--- config.mk ---
export PLATFORM = sky130hd
export DESIGN_NAME = child_rr_scheduler_flat
export DESIGN_NICKNAME = d
export VERILOG_FILES = /design/src/rtl/child_rr_scheduler_if.sv /design/src/rtl/child_rr_scheduler.sv /design/src/flat_wrapper.sv
export SDC_FILE = /design/constraint.sdc
export NUM_CORES = 1
export LEC_CHECK = 0
export BUFFER_PORTS_ARGS = -buffer_cell sky130_fd_sc_hd__buf_4
export CAP_MARGIN = 20
export CORE_MARGIN = 5
export CORE_UTILIZATION = 53
export DETAILED_ROUTE_END_ITERATION = 16
export GPL_ROUTABILITY_DRIVEN = 0
export PLACE_DENSITY = 0.76
export SLEW_MARGIN = 20
export SYNTH_ARGS = -nofsm -noshare
export SYNTH_HDL_FRONTEND = slang
export SYNTH_SLANG_ARGS = --single-unit
--- constraint.sdc ---
create_clock -name clk -period 2.03 [get_ports clk]
set_input_delay 0.609 -clock clk [delete_from_list [all_inputs] [get_ports clk]]
set_output_delay 0.609 -clock clk [all_outputs]
set_load 0.02 [all_outputs]
--- src/rtl/child_rr_scheduler_if.sv ---
// child_rr_scheduler_if: request/grant bundle between one hierarchy level's children and its round-robin scheduler.
//   req, last, res_ready : child/resource side -> scheduler
//   gnt, gnt_valid, gnt_idx, beat_cnt, grant_cnt, abort_pulse : scheduler -> children/status
//   modport master : the children/resource side that drives requests
//   modport slave  : the scheduler that answers with grants
interface child_rr_scheduler_if #(
   parameter int NUM_REQ = 5,
   parameter int IDX_W   = 3,
   parameter int CNT_W   = 16
);
   logic [NUM_REQ-1:0] req;
   logic [NUM_REQ-1:0] last;
   logic               res_ready;
   logic [NUM_REQ-1:0] gnt;
   logic               gnt_valid;
   logic [IDX_W-1:0]   gnt_idx;
   logic [7:0]         beat_cnt;
   logic [CNT_W-1:0]   grant_cnt;
   logic               abort_pulse;
   modport master (
      output req, last, res_ready,
      input  gnt, gnt_valid, gnt_idx, beat_cnt, grant_cnt, abort_pulse
   );
   modport slave (
      input  req, last, res_ready,
      output gnt, gnt_valid, gnt_idx, beat_cnt, grant_cnt, abort_pulse
   );
endinterface

--- src/rtl/child_rr_scheduler.sv ---
// child_rr_scheduler: round-robin grant of one shared resource slot among NUM_REQ children, metering bursts.
//   clk : rising-edge clock
//   rst : asynchronous active-high reset
//   bus : child_rr_scheduler_if.slave
//         in  req/last (per child), res_ready
//         out gnt (one-hot), gnt_valid, gnt_idx, beat_cnt, grant_cnt (saturating), abort_pulse
module child_rr_scheduler #(
   parameter int NUM_REQ   = 5,
   parameter int MAX_BURST = 4,
   parameter int IDX_W     = 3,
   parameter int CNT_W     = 16
) (
   input logic                 clk,
   input logic                 rst,
   child_rr_scheduler_if.slave bus
);
   typedef enum logic {ARB, GRANT} state_t;
   state_t           state;
   logic [IDX_W-1:0] ptr;
   logic [IDX_W-1:0] lo_idx, hi_idx, winner;
   logic             any_req, hi_found;
   logic             req_g, last_g, beat, abort, done;
   // Rotating priority without modulo: the lowest requester at or above ptr wins,
   // otherwise the search has wrapped and the lowest requester overall wins.
   always_comb begin
      lo_idx   = '0;
      hi_idx   = '0;
      any_req  = 1'b0;
      hi_found = 1'b0;
      for (int j = NUM_REQ-1; j >= 0; j--) begin
         if (bus.req[j]) begin
            lo_idx  = IDX_W'(j);
            any_req = 1'b1;
            if (j >= int'(ptr)) begin
               hi_idx   = IDX_W'(j);
               hi_found = 1'b1;
            end
         end
      end
      winner = hi_found ? hi_idx : lo_idx;
   end
   // Masking with the one-hot grant ignores last/req of non-granted children.
   assign req_g  = |(bus.req & bus.gnt);
   assign last_g = |(bus.last & bus.gnt);
   assign abort  = (state == GRANT) && !req_g;
   assign beat   = bus.gnt_valid && bus.res_ready && req_g;
   assign done   = (state == GRANT) && (abort || (beat && (last_g || bus.beat_cnt == 8'(MAX_BURST-1))));
   always_ff @(posedge clk or posedge rst) begin
      if (rst) begin
         state           <= ARB;
         ptr             <= '0;
         bus.gnt         <= '0;
         bus.gnt_valid   <= 1'b0;
         bus.gnt_idx     <= '0;
         bus.beat_cnt    <= '0;
         bus.grant_cnt   <= '0;
         bus.abort_pulse <= 1'b0;
      end else begin
         bus.abort_pulse <= abort;
         if (state == ARB) begin
            if (any_req) begin
               state         <= GRANT;
               bus.gnt       <= {{(NUM_REQ-1){1'b0}}, 1'b1} << winner;
               bus.gnt_valid <= 1'b1;
               bus.gnt_idx   <= winner;
               bus.beat_cnt  <= '0;
            end
         end else begin
            // Abort wins over a simultaneous beat, so the beat is not counted.
            if (beat && !abort)
               bus.beat_cnt <= bus.beat_cnt + 8'd1;
            if (done) begin
               state         <= ARB;
               bus.gnt       <= '0;
               bus.gnt_valid <= 1'b0;
               bus.gnt_idx   <= '0;
               ptr           <= (bus.gnt_idx == IDX_W'(NUM_REQ-1)) ? '0 : bus.gnt_idx + 1'b1;
               if (!abort && !(&bus.grant_cnt))
                  bus.grant_cnt <= bus.grant_cnt + 1'b1;
            end
         end
      end
   end
endmodule

--- src/flat_wrapper.sv ---
// flat-port wrapper written by rule: the top's interface ports become plain ports
module child_rr_scheduler_flat 
#(
   parameter int NUM_REQ   = 5,
   parameter int MAX_BURST = 4,
   parameter int IDX_W     = 3,
   parameter int CNT_W     = 16
)
  (clk, rst, bus_req, bus_last, bus_res_ready, bus_gnt, bus_gnt_valid, bus_gnt_idx, bus_beat_cnt, bus_grant_cnt, bus_abort_pulse);
  child_rr_scheduler_if #(.NUM_REQ(NUM_REQ), .IDX_W(IDX_W), .CNT_W(CNT_W)) bus_i ();
  input logic clk;
  input logic rst;
  input wire logic [$bits(bus_i.req)-1:0] bus_req;
  input wire logic [$bits(bus_i.last)-1:0] bus_last;
  input wire logic [$bits(bus_i.res_ready)-1:0] bus_res_ready;
  output wire logic [$bits(bus_i.gnt)-1:0] bus_gnt;
  output wire logic [$bits(bus_i.gnt_valid)-1:0] bus_gnt_valid;
  output wire logic [$bits(bus_i.gnt_idx)-1:0] bus_gnt_idx;
  output wire logic [$bits(bus_i.beat_cnt)-1:0] bus_beat_cnt;
  output wire logic [$bits(bus_i.grant_cnt)-1:0] bus_grant_cnt;
  output wire logic [$bits(bus_i.abort_pulse)-1:0] bus_abort_pulse;
  assign bus_i.req = bus_req;
  assign bus_i.last = bus_last;
  assign bus_i.res_ready = bus_res_ready;
  assign bus_gnt = bus_i.gnt;
  assign bus_gnt_valid = bus_i.gnt_valid;
  assign bus_gnt_idx = bus_i.gnt_idx;
  assign bus_beat_cnt = bus_i.beat_cnt;
  assign bus_grant_cnt = bus_i.grant_cnt;
  assign bus_abort_pulse = bus_i.abort_pulse;
  child_rr_scheduler #(.NUM_REQ(NUM_REQ), .MAX_BURST(MAX_BURST), .IDX_W(IDX_W), .CNT_W(CNT_W)) u_core (.clk(clk), .rst(rst), .bus(bus_i));
endmodule
# ---- After elaboration in Yosys (flattened, before gate mapping)
# Index checks and enable logic that the tools add are counted.
dict set report totals {
  ff_bits 38
  in_bits 13
  output_inout_bits 34
  word_cells 90
}
dict set report classes {
  addsub 3
  magnitude_cmp 5
  n_eq_ne 4
  shift 1
  muxes 47
  bitwise_logic 2
  n_reduce_logical 20
}
# operator count
set op_table {}
lappend op_table {{3-bit two-way mux} 20}
lappend op_table {{8-bit two-way mux} 3}
lappend op_table {{1-bit two-way mux} 21}
lappend op_table {{16-bit by 1-bit adder with 16-bit output, second input constant} 1}
lappend op_table {{16-bit AND reduction} 1}
lappend op_table {{5-bit two-way mux} 3}
lappend op_table {{5-bit bitwise AND} 2}
lappend op_table {{5-bit OR reduction} 2}
lappend op_table {{8-bit by 1-bit adder with 8-bit output, second input constant} 1}
lappend op_table {{8-bit by 2-bit == test with 1-bit output, second input constant} 1}
lappend op_table {{1-bit logical AND} 7}
lappend op_table {{1-bit by 3-bit >= comparator with 1-bit output, first input constant} 2}
lappend op_table {{2-bit by 3-bit >= comparator with 1-bit output, first input constant} 2}
lappend op_table {{2-bit AND reduction} 3}
lappend op_table {{1-bit by 3-bit left shift with 5-bit output, first input constant} 1}
lappend op_table {{2-bit inequality test, second input constant} 2}
lappend op_table {{3-bit by 1-bit adder with 3-bit output, second input constant} 1}
lappend op_table {{3-bit == test, second input constant} 1}
lappend op_table {{3-bit >= comparator, first input constant} 1}
lappend op_table {{1-bit zero test} 3}
lappend op_table {{3-bit AND reduction} 1}
lappend op_table {{1-bit logical OR} 2}
lappend op_table {{2-bit nonzero test} 1}

# ---- Logic depth before layout (Yosys ltp)
# Gate-level depths: netlist of the first run.
dict set report depth {
  ltp_word 15
  ltp_mapped 6
  mapped_depth_nobuf 6
}

# ---- Least setup slack after synthesis of the first run
# Ideal clock, no wire load.
dict set report synth_path {
  path_type {register to register}
  from {register u_core.bus.beat_cnt[0]}
  to {register u_core.bus.grant_cnt[1]}
  setup_time_ns 0.125
  arrival_ns 1.879
  required_time_ns 1.905
  slack_ns 0.026
  stages_incl_launch_ff 6
  path_buffers 0
  synth_period_minus_slack_ns 2.004
  cell_sequence {dfrtp_1 > ha_1 > nor4b_1 > nand2_1 > a211oi_4 > mux2_2}
}
dict set report synth_via {
  elab_chain_cells 6
}
# element line
set synth_lines {}
lappend synth_lines {{start: declaration} child_rr_scheduler_if.sv:26} ;# output gnt, gnt_valid, gnt_idx, beat_cnt, grant_cnt, abort_pulse
lappend synth_lines {{start signal: assignment} child_rr_scheduler.sv:71} ;# bus.beat_cnt <= bus.beat_cnt + 8'd1;
lappend synth_lines {{8-bit by 2-bit == test with 1-bit output} child_rr_scheduler.sv:47} ;# assign done = (state == GRANT) && (abort || (beat && (last_g || bus.beat_cnt == 8'(MAX_BURST-1))));
lappend synth_lines {{1-bit logical OR} child_rr_scheduler.sv:47}
lappend synth_lines {{1-bit logical AND} child_rr_scheduler.sv:47}
lappend synth_lines {{1-bit logical OR} child_rr_scheduler.sv:47}
lappend synth_lines {{1-bit logical AND} child_rr_scheduler.sv:47}
lappend synth_lines {{3-bit AND reduction (no source line)} -}
lappend synth_lines {{end signal: assignment} child_rr_scheduler.sv:79} ;# bus.grant_cnt <= bus.grant_cnt + 1'b1;
lappend synth_lines {{end: declaration} child_rr_scheduler_if.sv:26}
# No other way between the ends.
# A chain may end at the register's enable or synchronous reset.

# ---- Worst setup path after layout of the first run
dict set report layout_path {
  from {register u_core.bus.grant_cnt[1]}
  to {register u_core.bus.grant_cnt[1]}
}
dict set report layout_via {
  elab_chain_cells 4
  elab_cells_between_ends 5
  cone_classes {add/sub: 1; reduce/logical: 4}
}
# element
set layout_lines {}
lappend layout_lines {{branches (longest 4 deep; another with 16-bit by 1-bit adder with 16-bit output)}}
# Parallel ways; which one is timed is not known.

==> metrics.md, run 1 <==
| Metric | Value |
|---|---|
| Leakage | `roughly 1.3 nW` |
| Max Freq | `between 500 and 600 MHz` |
| Die area | `about 5000 um^2` |
| DP Area | `~2500 um^2` |
| Slew Limit Headroom | `between 60% and 70%` |
| Pwr per Cell Area | `~1100 nW/um^2` |
| Post-detailed-route count of antenna-violating nets | `0` |
| H-tree depth | `2` |
| FP Rows | `22` |
| GRT overflow | `0` |
| Final Core Density | `73.5%` |
| CTS tree | `yes` |
| Antenna violations before repair | `0` |
| Worst-case reg-to-reg path depth | `5` |
| # diodes | `0` |
| Port Buffers | `between 40 and 50` |
| Final instance area | `between 2000 and 3000 um^2` |
| Number of fill cells | `270` |
| Worst-skew pair later-pin latency | `0.28 ns` |
| Dpl ws | `-0.0825 ns` |
| Max stage delay on crit path | `roughly 0.43 ns` |
| Die X | `approximately 70 um` |
| Total power | `2.79 mW` |
| Critical path, cell by cell | `ha_1, and3_1, nor4b_2, a211oi_4, mux2_2` |
| Total negative slack | `0 ns` |
| DR iter-0 viols | `69` |
| GRT Resource Usage Total | `a little under a fifth` |
| M3 GR Usage | `approximately 4.5%` |
| Post-synth ARST share | `100%` |
| Reg2reg end | `u_core.bus.grant_cnt[1]` |
| GRT busiest layer | `met2` |
| DR WL/cell | `14.6 um` |
| Period utilization | `a little over nine tenths` |
| Req. time, crit path | `roughly 2.2 ns` |
| Critical Path Start Type | `register` |
| Clock Tree Buf Depth | `2` |
| Outcome | `completed` |
| Peak supply drop | `about 720 uV` |
| Final number of max-transition violations | `0` |
| Syn avg cell area | `10.4 um^2` |
| Mapped Nets | `roughly 200` |
| Global-route wire length before repair | `7620 um` |
| Min cycle time layout | `1.94 ns` |
| Post-DR vias/cell | `~5.5` |
| Met2 usage | `roughly 33%` |
| Max-cap violations | `0` |
| DRC Markers | `0` |
| Flops & latches, synth | `38` |
| Hold Crit Class | `in2async` |
| Io pins | `between 40 and 50` |
| Die H | `about 70 um` |
| Vias in the first global route | `1675` |
| Post-synth EDFFs | `0` |
| # clock sinks | `38` |
| Nets | `280` |
| Post-synthesis cell area | `around 1900 um^2` |
| Mapped Cells | `around 190` |
| Setup WS post-layout | `a little under 0.09 ns` |
| Worst Skew | `~0.0047 ns` |
| Initial core utilization | `about 54%` |
| Area Overhead vs Synth | `37.2%` |
| Via Count | `roughly 1700` |
| Synth cell types | `42` |
| R2r startpoint | `u_core.bus.grant_cnt[1]` |
| Reg clk slew, reported paths | `0.07 ns` |
| Maximum net fanout on the critical path | `10` |
| Share of the yosys chip area belonging to registers | `49.3%` |
| Top_reg_cell synth | `dfrtp_1` |
| Post-DP HPWL | `between 3000 and 4000 um` |
| Pin count of the biggest net entering global routing | `39` |
| Core area | `~3600 um^2` |
| Slowest-stage cell, CP | `dfrtp_1` |
| WS Path Type | `reg2reg` |
| WP data arrival | `around 2.1 ns` |
| M1 GR Usage | `between 20% and 30%` |
| YS warnings | `0` |
| Final hold violation count | `0` |
| Crit end category | `register` |
| Layout cells sized above 1 | `about a third` |
| CTS root buf | `clkbuf_8` |
| R2R Setup Slk | `0.09 ns` |
| Setup violators final | `0` |
| Drt pass-1 iters | `4` |
| Worst-margin pin slew | `roughly 0.47 ns` |
| CTS Buf Count | `5` |
| Total Routed Length | `4570 um` |
[stage by stage]
step / hold slack [ns] / cells
after global routing: 0.477 / 312
after CTS: 0.446 / 312
after floorplan: 0.522 / 185
after global placement: 0.497 / 304
after detailed placement: 0.503 / 304
final: 0.436 / 312
[registers in the layout (all words and copies together), names as in the netlist]
| name | cells |
|---|---|
| u_core.bus.grant_cnt | 16 |
| u_core.bus.beat_cnt | 8 |
| u_core.bus.gnt | 5 |
| u_core.bus.gnt_idx | 3 |
| u_core.ptr | 3 |
| u_core.bus.abort_pulse | 1 |
| u_core.bus.gnt_valid | 1 |
| u_core.state | 1 |
[synthesized netlist by cell type (3+ instances only)]
| master | number | share of area, % |
|---|---|---|
| a21o_1 | 4 | 1.6 |
| a22oi_1 | 3 | 1.2 |
| inv_1 | 8 | 1.6 |
| a21oi_1 | 5 | 1.3 |
| dfrtp_1 | 38 | 49 |
| nor2_1 | 16 | 3.1 |
| xor2_1 | 11 | 5.0 |
| xnor2_1 | 10 | 4.5 |
| nand2_1 | 10 | 1.9 |
| o2bb2ai_1 | 5 | 2.3 |
| nand4_1 | 9 | 2.9 |
| ha_1 | 4 | 2.6 |
| o21ai_0 | 10 | 2.6 |
| nor3_1 | 5 | 1.3 |
| nand3_1 | 11 | 2.9 |
| and3_1 | 4 | 1.3 |
[final cells by class]
| cell class | instances | area [um^2] | area share [%] |
|---|---|---|---|
| clock buffer | 7 | 86.3 | 3.26 |
| clock inverter | 1 | 5.00 | 0.189 |
| inverter | 8 | 30.0 | 1.13 |
| multi-input combinational | 138 | 963 | 36.4 |
| sequential | 38 | 951 | 35.9 |
| tap | 48 | 60.1 | 2.27 |
| timing repair buffer | 72 | 553 | 20.9 |
[how the worst max path moves through the flow]
| stage | slack [ns] | to | startpoint | cells past startpoint |
|---|---|---|---|---|
| after global routing | -0.01 | u_core.bus.grant_cnt[10] | u_core.bus.beat_cnt[0] | 7 |
| after detailed placement | -0.08 | u_core.bus.grant_cnt[1] | bus_req[2] | 6 |
| after floorplan | 0.03 | u_core.bus.grant_cnt[1] | u_core.bus.beat_cnt[0] | 5 |
| final | 0.09 | u_core.bus.grant_cnt[1] | u_core.bus.grant_cnt[1] | 5 |
| after CTS | 0.10 | u_core.bus.grant_cnt[1] | u_core.bus.grant_cnt[1] | 5 |
| after global placement | -0.08 | u_core.bus.grant_cnt[1] | bus_req[2] | 6 |
[layout by cell type, fill, tap and decap left out, types with 3 or more instances in the layout]
| cell type | instances |
|---|---|
| a21oi_1 | 5 |
| xnor2_1 | 10 |
| o2bb2ai_1 | 5 |
| a22oi_1 | 3 |
| nand2_1 | 9 |
| xor2_1 | 11 |
| buf_4 | 71 |
| nor2_1 | 16 |
| a21o_1 | 4 |
| o21ai_0 | 10 |
| dfrtp_1 | 38 |
| inv_1 | 8 |
| clkbuf_8 | 6 |
| ha_1 | 4 |
| and3_1 | 4 |
| nor3_1 | 5 |
| nand4_1 | 9 |
| nand3_1 | 11 |
[critical path: cells and delay by family, from the launching register on]
family	cells	cell delay, ns
adder cells (fa/ha/maj)	1	0.22
multiplexers	1	0.39
AO/OA/AOI/OAI	1	0.41
AND/OR/NAND/NOR	2	0.39
flip-flops	1	0.43
[power breakdown]
group          internal [mW]  total [mW]  leakage, nW  switching, mW
clock network          0.274       0.521       0.0482          0.247
logic                  0.569        1.22        0.738          0.648
registers              0.904        1.05        0.509          0.151
[kinds of logic (layout without fill, tap and decap cells)]
family          Yosys count  after routing  share of synthesized area, %
compound gates           40             40                          15.6
fa+ha+maj                 4              4                          2.59
flops                    38             38                          49.3
simple gates             70             70                          19.6
mux                       3              3                          1.68
xor+xnor                 21             21                          9.53
buf+inv                   9             88                          1.75
[per-layer routing]
metal  share of wire (%)  wire length, um
met5                   0                0
met2                  49             2250
met3                 5.9              270
met1                  43             1970
met4                 1.5               70
[timing repair]
action                                  in CTS  in global routing
setup buffers                                0                  0
hold buffers                                 0                  0
pin swaps                                    0                  1
endpoints found under the setup margin       1                  7
resized for setup                            1                  2
No activity file was read; power rests on OpenSTA's default activity.
==> inputs of run 2 (changes only) <==
- CORE_UTILIZATION: 53 -> 57
- HOLD_SLACK_MARGIN: unset -> 0.08
- PLACE_DENSITY: 0.76 -> 0.81
- RECOVER_POWER: unset -> 25
- clock period: 2.03 -> 2.5 ns (I/O delays scaled with it)
==> run 2 against run 1 <==
  * Die area shrank 6.0%
  * Routed wire length shrank 2.5%
  * Fmax shrank 11%
  * Design area shrank 8.9%
  * Worst hold slack gained 0.078 ns
  * Clock-buffer cell count shrank 1
  * First-iteration DRC count grew 48%
  * Final cell count shrank 8.0%
  * Critical endpoint is now u_core.bus.grant_cnt[15]
  * Largest cell class is now registers
  * Largest power group is now sequential cells
==> metrics.md, run 2 (synthesis results as in run 1) <==
| Metric | Value |
|---|---|
| Multi-input gate area | `roughly 950 um^2` |
| Antenna violations before repair | `0` |
| CP top delay family | `simple AND/OR/NAND/NOR gates` |
| Peak supply drop | `roughly 560 uV` |
| DRC Markers | `0` |
| WP data arrival | `around 2.4 ns` |
| Slew Limit Headroom | `between 30% and 40%` |
| Layout cells sized above 1 | `between 20 and 30%` |
| Area Overhead vs Synth | `25.0%` |
| H-tree depth | `2` |
| Initial core utilization | `58.3%` |
| Slowest-stage cell, CP | `a211oi_4` |
| GRT Resource Usage Total | `21.8%` |
| Min cycle time layout | `about 2.2 ns` |
| # clock sinks | `38` |
| Global-route wire length before repair | `around 7500 um` |
| Largest register FFs | `16` |
| Critical Path Start Type | `register` |
| Port Buffers | `46` |
| GRT overflow | `0` |
| Setup WS post-layout | `0.318 ns` |
| Total Routed Length | `around 4500 um` |
| Top Registers | `u_core.bus.grant_cnt x16, u_core.bus.beat_cnt x8, u_core.bus.gnt x5` |
| Reg clk slew, reported paths | `roughly 0.11 ns` |
| Leakage | `~1.2 nW` |
| Pwr per Cell Area | `843 nW/um^2` |
| CTS tree | `yes` |
| Worst hold slack | `roughly 0.51 ns` |
| Worst-margin pin slew | `just over 0.9 ns` |
| Register area | `951 um^2` |
| Worst Skew | `0.00749 ns` |
| Drt pass-1 iters | `4` |
| Max Freq | `between 400 and 500 MHz` |
| Total negative slack | `0 ns` |
| Period utilization | `slightly below 90%` |
| Most flops, register | `u_core.bus.grant_cnt` |
| Placed Cells | `between 200 and 300` |
| Critical path, cell by cell | `ha_1, nor4b_1, nand2_1, a211oi_4, nand4_1, xnor2_1` |
| Via Count | `1663` |
| Final number of max-transition violations | `0` |
| WS Path Type | `reg2reg` |
| Core area | `~3300 um^2` |
| Final Core Density | `about 73%` |
| Outcome | `completed` |
| Die X | `around 68 um` |
| Clock Tree Buf Depth | `2` |
| Maximum net fanout on the critical path | `10` |
| # diodes | `0` |
| Commonest non-fill, non-tap cell in the layout | `buf_4` |
| DR WL/cell | `15.5 um` |
| Hold buffer count at cts | `0` |
| Io pins | `47` |
| Worst-skew pair later-pin latency | `about 0.34 ns` |
| Post-detailed-route count of antenna-violating nets | `0` |
| Nets | `around 260` |
| Post-DP HPWL | `roughly 3500 um` |
| Max-cap violations | `0` |
| DR iter-0 viols | `around 100` |
| Vias in the first global route | `~1700` |
| Number of fill cells | `257` |
| Post-CTS Setup Bufs | `0` |
| Dpl ws | `0.181 ns` |
| CTS root buf | `clkbuf_4` |
| Pin count of the biggest net entering global routing | `39` |
| Final Instance Count excl. Fillers | `around 290` |
| RSZ-0062 raised after global routing | `false` |
| Final hold violation count | `0` |
| Post-DR vias/cell | `about 5.8` |
| Hold Crit Class | `reg2reg` |
| CTS Buf Count | `5` |
| Die area | `about 4700 um^2` |
| FP Rows | `21` |
| Most frequent cells in the layout | `buf_4, dfrtp_1, nor2_1` |
| Worst Path Buf+Inv | `0` |
| Setup violators final | `0` |
| Req. time, crit path | `2.73 ns` |
| Post-CTS Resized | `0` |
| Crit end category | `register` |
| Die H | `around 70 um` |
| Max stage delay on crit path | `between 0.5 and 0.6 ns` |
run 2: final cells by class:
cell class	count	share of cell area (%)
sequential	38	39.4
tap	46	2.38
clock inverter	2	0.518
multi-input combinational	138	39.2
inverter	8	1.24
timing repair buffer	49	15.1
clock buffer	6	2.13
run 2: routing by layer:
layer | GRT usage, % | up-vias | part of all wire, %
met5 | 0 | - | 0
met4 | 6.95 | 0 | 0.74
met2 | 37.1 | 55 | 52
li1 | - | 786 | -
met1 | 26.3 | 818 | 40
met3 | 6.57 | 4 | 6.9
run 2: worst reg2reg max path, stage by stage, from the launching register on:
cell and delay (ns):
dfrtp_1 0.44, ha_1 0.24, nor4b_1 0.29, nand2_1 0.20, a211oi_4 0.51, nand4_1 0.22
xnor2_1 0.17
run 2: path summary, 6_finish.rpt:
check,slack [ns],end,depth (start not counted),from
worst max register to register,0.32,u_core.bus.grant_cnt[15],6,u_core.bus.beat_cnt[0]
worst min-delay path,0.51,u_core.bus.grant_cnt[11],1,u_core.bus.grant_cnt[11]
min in group asynchronous,0.69,u_core.bus.grant_cnt[3],3,rst
worst max-delay path,0.32,u_core.bus.grant_cnt[15],6,u_core.bus.beat_cnt[0]
worst min register to register,0.51,u_core.bus.grant_cnt[11],1,u_core.bus.grant_cnt[11]
max in group asynchronous,1.26,u_core.bus.beat_cnt[2],3,rst
run 2: through the flow:
step                      power [mW]  area, um^2
final                           2.04        2410
after CTS                       2.05        2420
after detailed placement        1.71        2350
after global routing            2.19        2410
after global placement          1.67        2350
after floorplan                 1.38        1930
run 2: where the power goes:
| part | total (mW) | switching, mW | leakage (nW) | internal (mW) |
|---|---|---|---|---|
| clock | 0.334 | 0.199 | 0.0343 | 0.135 |
| combinational | 0.830 | 0.486 | 0.618 | 0.344 |
| sequential | 0.871 | 0.139 | 0.509 | 0.733 |
| total | 2.04 | 0.823 | 1.16 | 1.21 |
==> inputs of run 3 (changes only) <==
- clock period: 2.5 -> 2.7 ns (I/O delays scaled with it)
==> run 3 against run 2 <==
  * Routed wire length increased by 1.7%
  * Final cell count decreased by 0.70%
  * Critical path depth decreased by 1
  * Clock skew decreased by 0.0012 ns
  * Fmax decreased by 3.8%
  * Non-clock buffer count decreased by 2
  * Via count decreased by 0.42%
  * Combinational power decreased by 11%
  * Clock-buffer cell count unchanged
  * Largest cell class unchanged
==> metrics.md, run 3 (synthesis results as in run 1) <==
| Metric | Value |
|---|---|
| Worst Skew | `0.00632 ns` |
| Hold buffer count at cts | `0` |
| Most frequent cells in the layout | `buf_4, dfrtp_1, nor2_1` |
| Final number of max-transition violations | `0` |
| Max-cap violations | `0` |
| Drt pass-1 iters | `5` |
| R2r startpoint | `u_core.bus.beat_cnt[0]` |
| Post-detailed-route count of antenna-violating nets | `0` |
| Vias in the first global route | `1664` |
| CTS Buf Count | `5` |
| Total power | `between 1.5 and 2 mW` |
| DRC Markers | `0` |
| RSZ-0062 raised after global routing | `false` |
| Worst Path Buf+Inv | `0` |
| Post-DP HPWL | `~3500 um` |
| DR WL/cell | `roughly 16 um` |
| Slowest-stage cell, CP | `a211oi_4` |
| Global-route wire length before repair | `7410 um` |
| Crit end category | `register` |
| Min cycle time layout | `approximately 2.3 ns` |
| Setup violators final | `0` |
| Number of fill cells | `~260` |
| Io pins | `between 40 and 50` |
| FP Rows | `21` |
| Max stage delay on crit path | `around 0.53 ns` |
| Post-CTS Resized | `0` |
| Die H | `68.2 um` |
| Peak supply drop | `608 uV` |
| WS Path Type | `reg2reg` |
| Commonest non-fill, non-tap cell in the layout | `buf_4` |
| Pin count of the biggest net entering global routing | `39` |
| Maximum net fanout on the critical path | `10` |
| # clock sinks | `38` |
| Critical Path Start Type | `register` |
| Port Buffers | `between 40 and 50` |
| CTS tree | `yes` |
| CP top delay family | `simple AND/OR/NAND/NOR gates` |
| GRT overflow | `0` |
| Most flops, register | `u_core.bus.grant_cnt` |
| Leakage | `between 1 and 1.5 nW` |
| Total Routed Length | `4530 um` |
| Area Overhead vs Synth | `24.2%` |
| Critical path, cell by cell | `ha_1, nor4b_1, nand2_1, a211oi_4, mux2_2` |
| WP data arrival | `~2.5 ns` |
| Antenna violations before repair | `0` |
| Die X | `around 70 um` |
| Final hold violation count | `0` |
| Die area | `about 4700 um^2` |
| Total negative slack | `0 ns` |
| Outcome | `completed` |
| Hold Crit Class | `reg2reg` |
| Reg clk slew, reported paths | `~0.12 ns` |
| Post-CTS Setup Bufs | `0` |
| Min-delay src | `u_core.bus.grant_cnt[11]` |
| Req. time, crit path | `just under 3 ns` |
| Placed Cells | `approximately 280` |
| H-tree depth | `2` |
| Max Freq | `approximately 440 MHz` |
| Period utilization | `around 84%` |
| # diodes | `0` |
| Initial core utilization | `between 50% and 60%` |
| Post-DR vias/cell | `5.81` |
| GRT Resource Usage Total | `about a fifth` |
| Worst-margin pin slew | `around 0.9 ns` |
| Core area | `between 3000 and 4000 um^2` |
| Top Registers | `u_core.bus.grant_cnt x16, u_core.bus.beat_cnt x8, u_core.bus.gnt x5` |
| Worst-skew pair later-pin latency | `about 0.34 ns` |
| Crit path from | `u_core.bus.beat_cnt[0]` |
| CTS root buf | `clkbuf_4` |
| DR iter-0 viols | `~170` |
| Via Count | `~1700` |
| Nets | `255` |
| Layout cells sized above 1 | `between 20% and 30%` |
| Largest register FFs | `16` |
| Slew Limit Headroom | `between 30% and 40%` |
| Final Instance Count excl. Fillers | `approximately 290` |
| Pwr per Cell Area | `~770 nW/um^2` |
| Final Core Density | `between 70% and 80%` |
| Clock Tree Buf Depth | `2` |
==> run 3: worst paths after layout <==
kind / to / slack [ns] / cells after the start
worst min register to register: u_core.bus.grant_cnt[11] / 0.50 / 1
worst max-delay path: u_core.bus.grant_cnt[1] / 0.43 / 5
worst max register to register: u_core.bus.grant_cnt[1] / 0.43 / 5
max in group asynchronous: u_core.bus.gnt[4] / 1.40 / 3
min in group asynchronous: u_core.bus.grant_cnt[1] / 0.74 / 3
worst min-delay path: u_core.bus.grant_cnt[11] / 0.50 / 1
==> run 3: report_power, final <==
group | internal (mW) | total [mW] | switching, mW
registers | 0.678 | 0.802 | 0.123
logic | 0.297 | 0.742 | 0.445
clock network | 0.125 | 0.314 | 0.189
total | 1.10 | 1.86 | 0.757
==> run 3: area by class of cell <==
class / instances / area, um^2 / area share (%)
Tap cell: 46 / 57.6 / 2.40
Sequential cell: 38 / 951 / 39.6
Multi-Input combinational cell: 138 / 946 / 39.4
Clock inverter: 2 / 12.5 / 0.522
Clock buffer: 6 / 51.3 / 2.14
Inverter: 8 / 30.0 / 1.25
Timing Repair Buffer: 47 / 350 / 14.6
==> run 3: routing by layer <==
| layer | track usage [%] | share of wire, % | wire length [um] | up-vias |
|---|---|---|---|---|
| li1 | - | - | - | 779 |
| met1 | 26.1 | 41 | 1870 | 797 |
| met2 | 35.0 | 50 | 2260 | 68 |
| met3 | 6.24 | 7.0 | 317 | 12 |
| met4 | 7.94 | 1.9 | 85 | 0 |
| met5 | 0 | 0 | 0 | - |
==> run 3: per-stage QoR <==
| stage | worst slack, ns | hold slack [ns] | cell area, um^2 |
|---|---|---|---|
| floorplan | 0.585 | 0.522 | 1930 |
| global placement | 0.343 | 0.484 | 2340 |
| detailed placement | 0.238 | 0.494 | 2340 |
| CTS | 0.441 | 0.512 | 2400 |
| global route | 0.353 | 0.538 | 2400 |
| finish | 0.431 | 0.505 | 2400 |
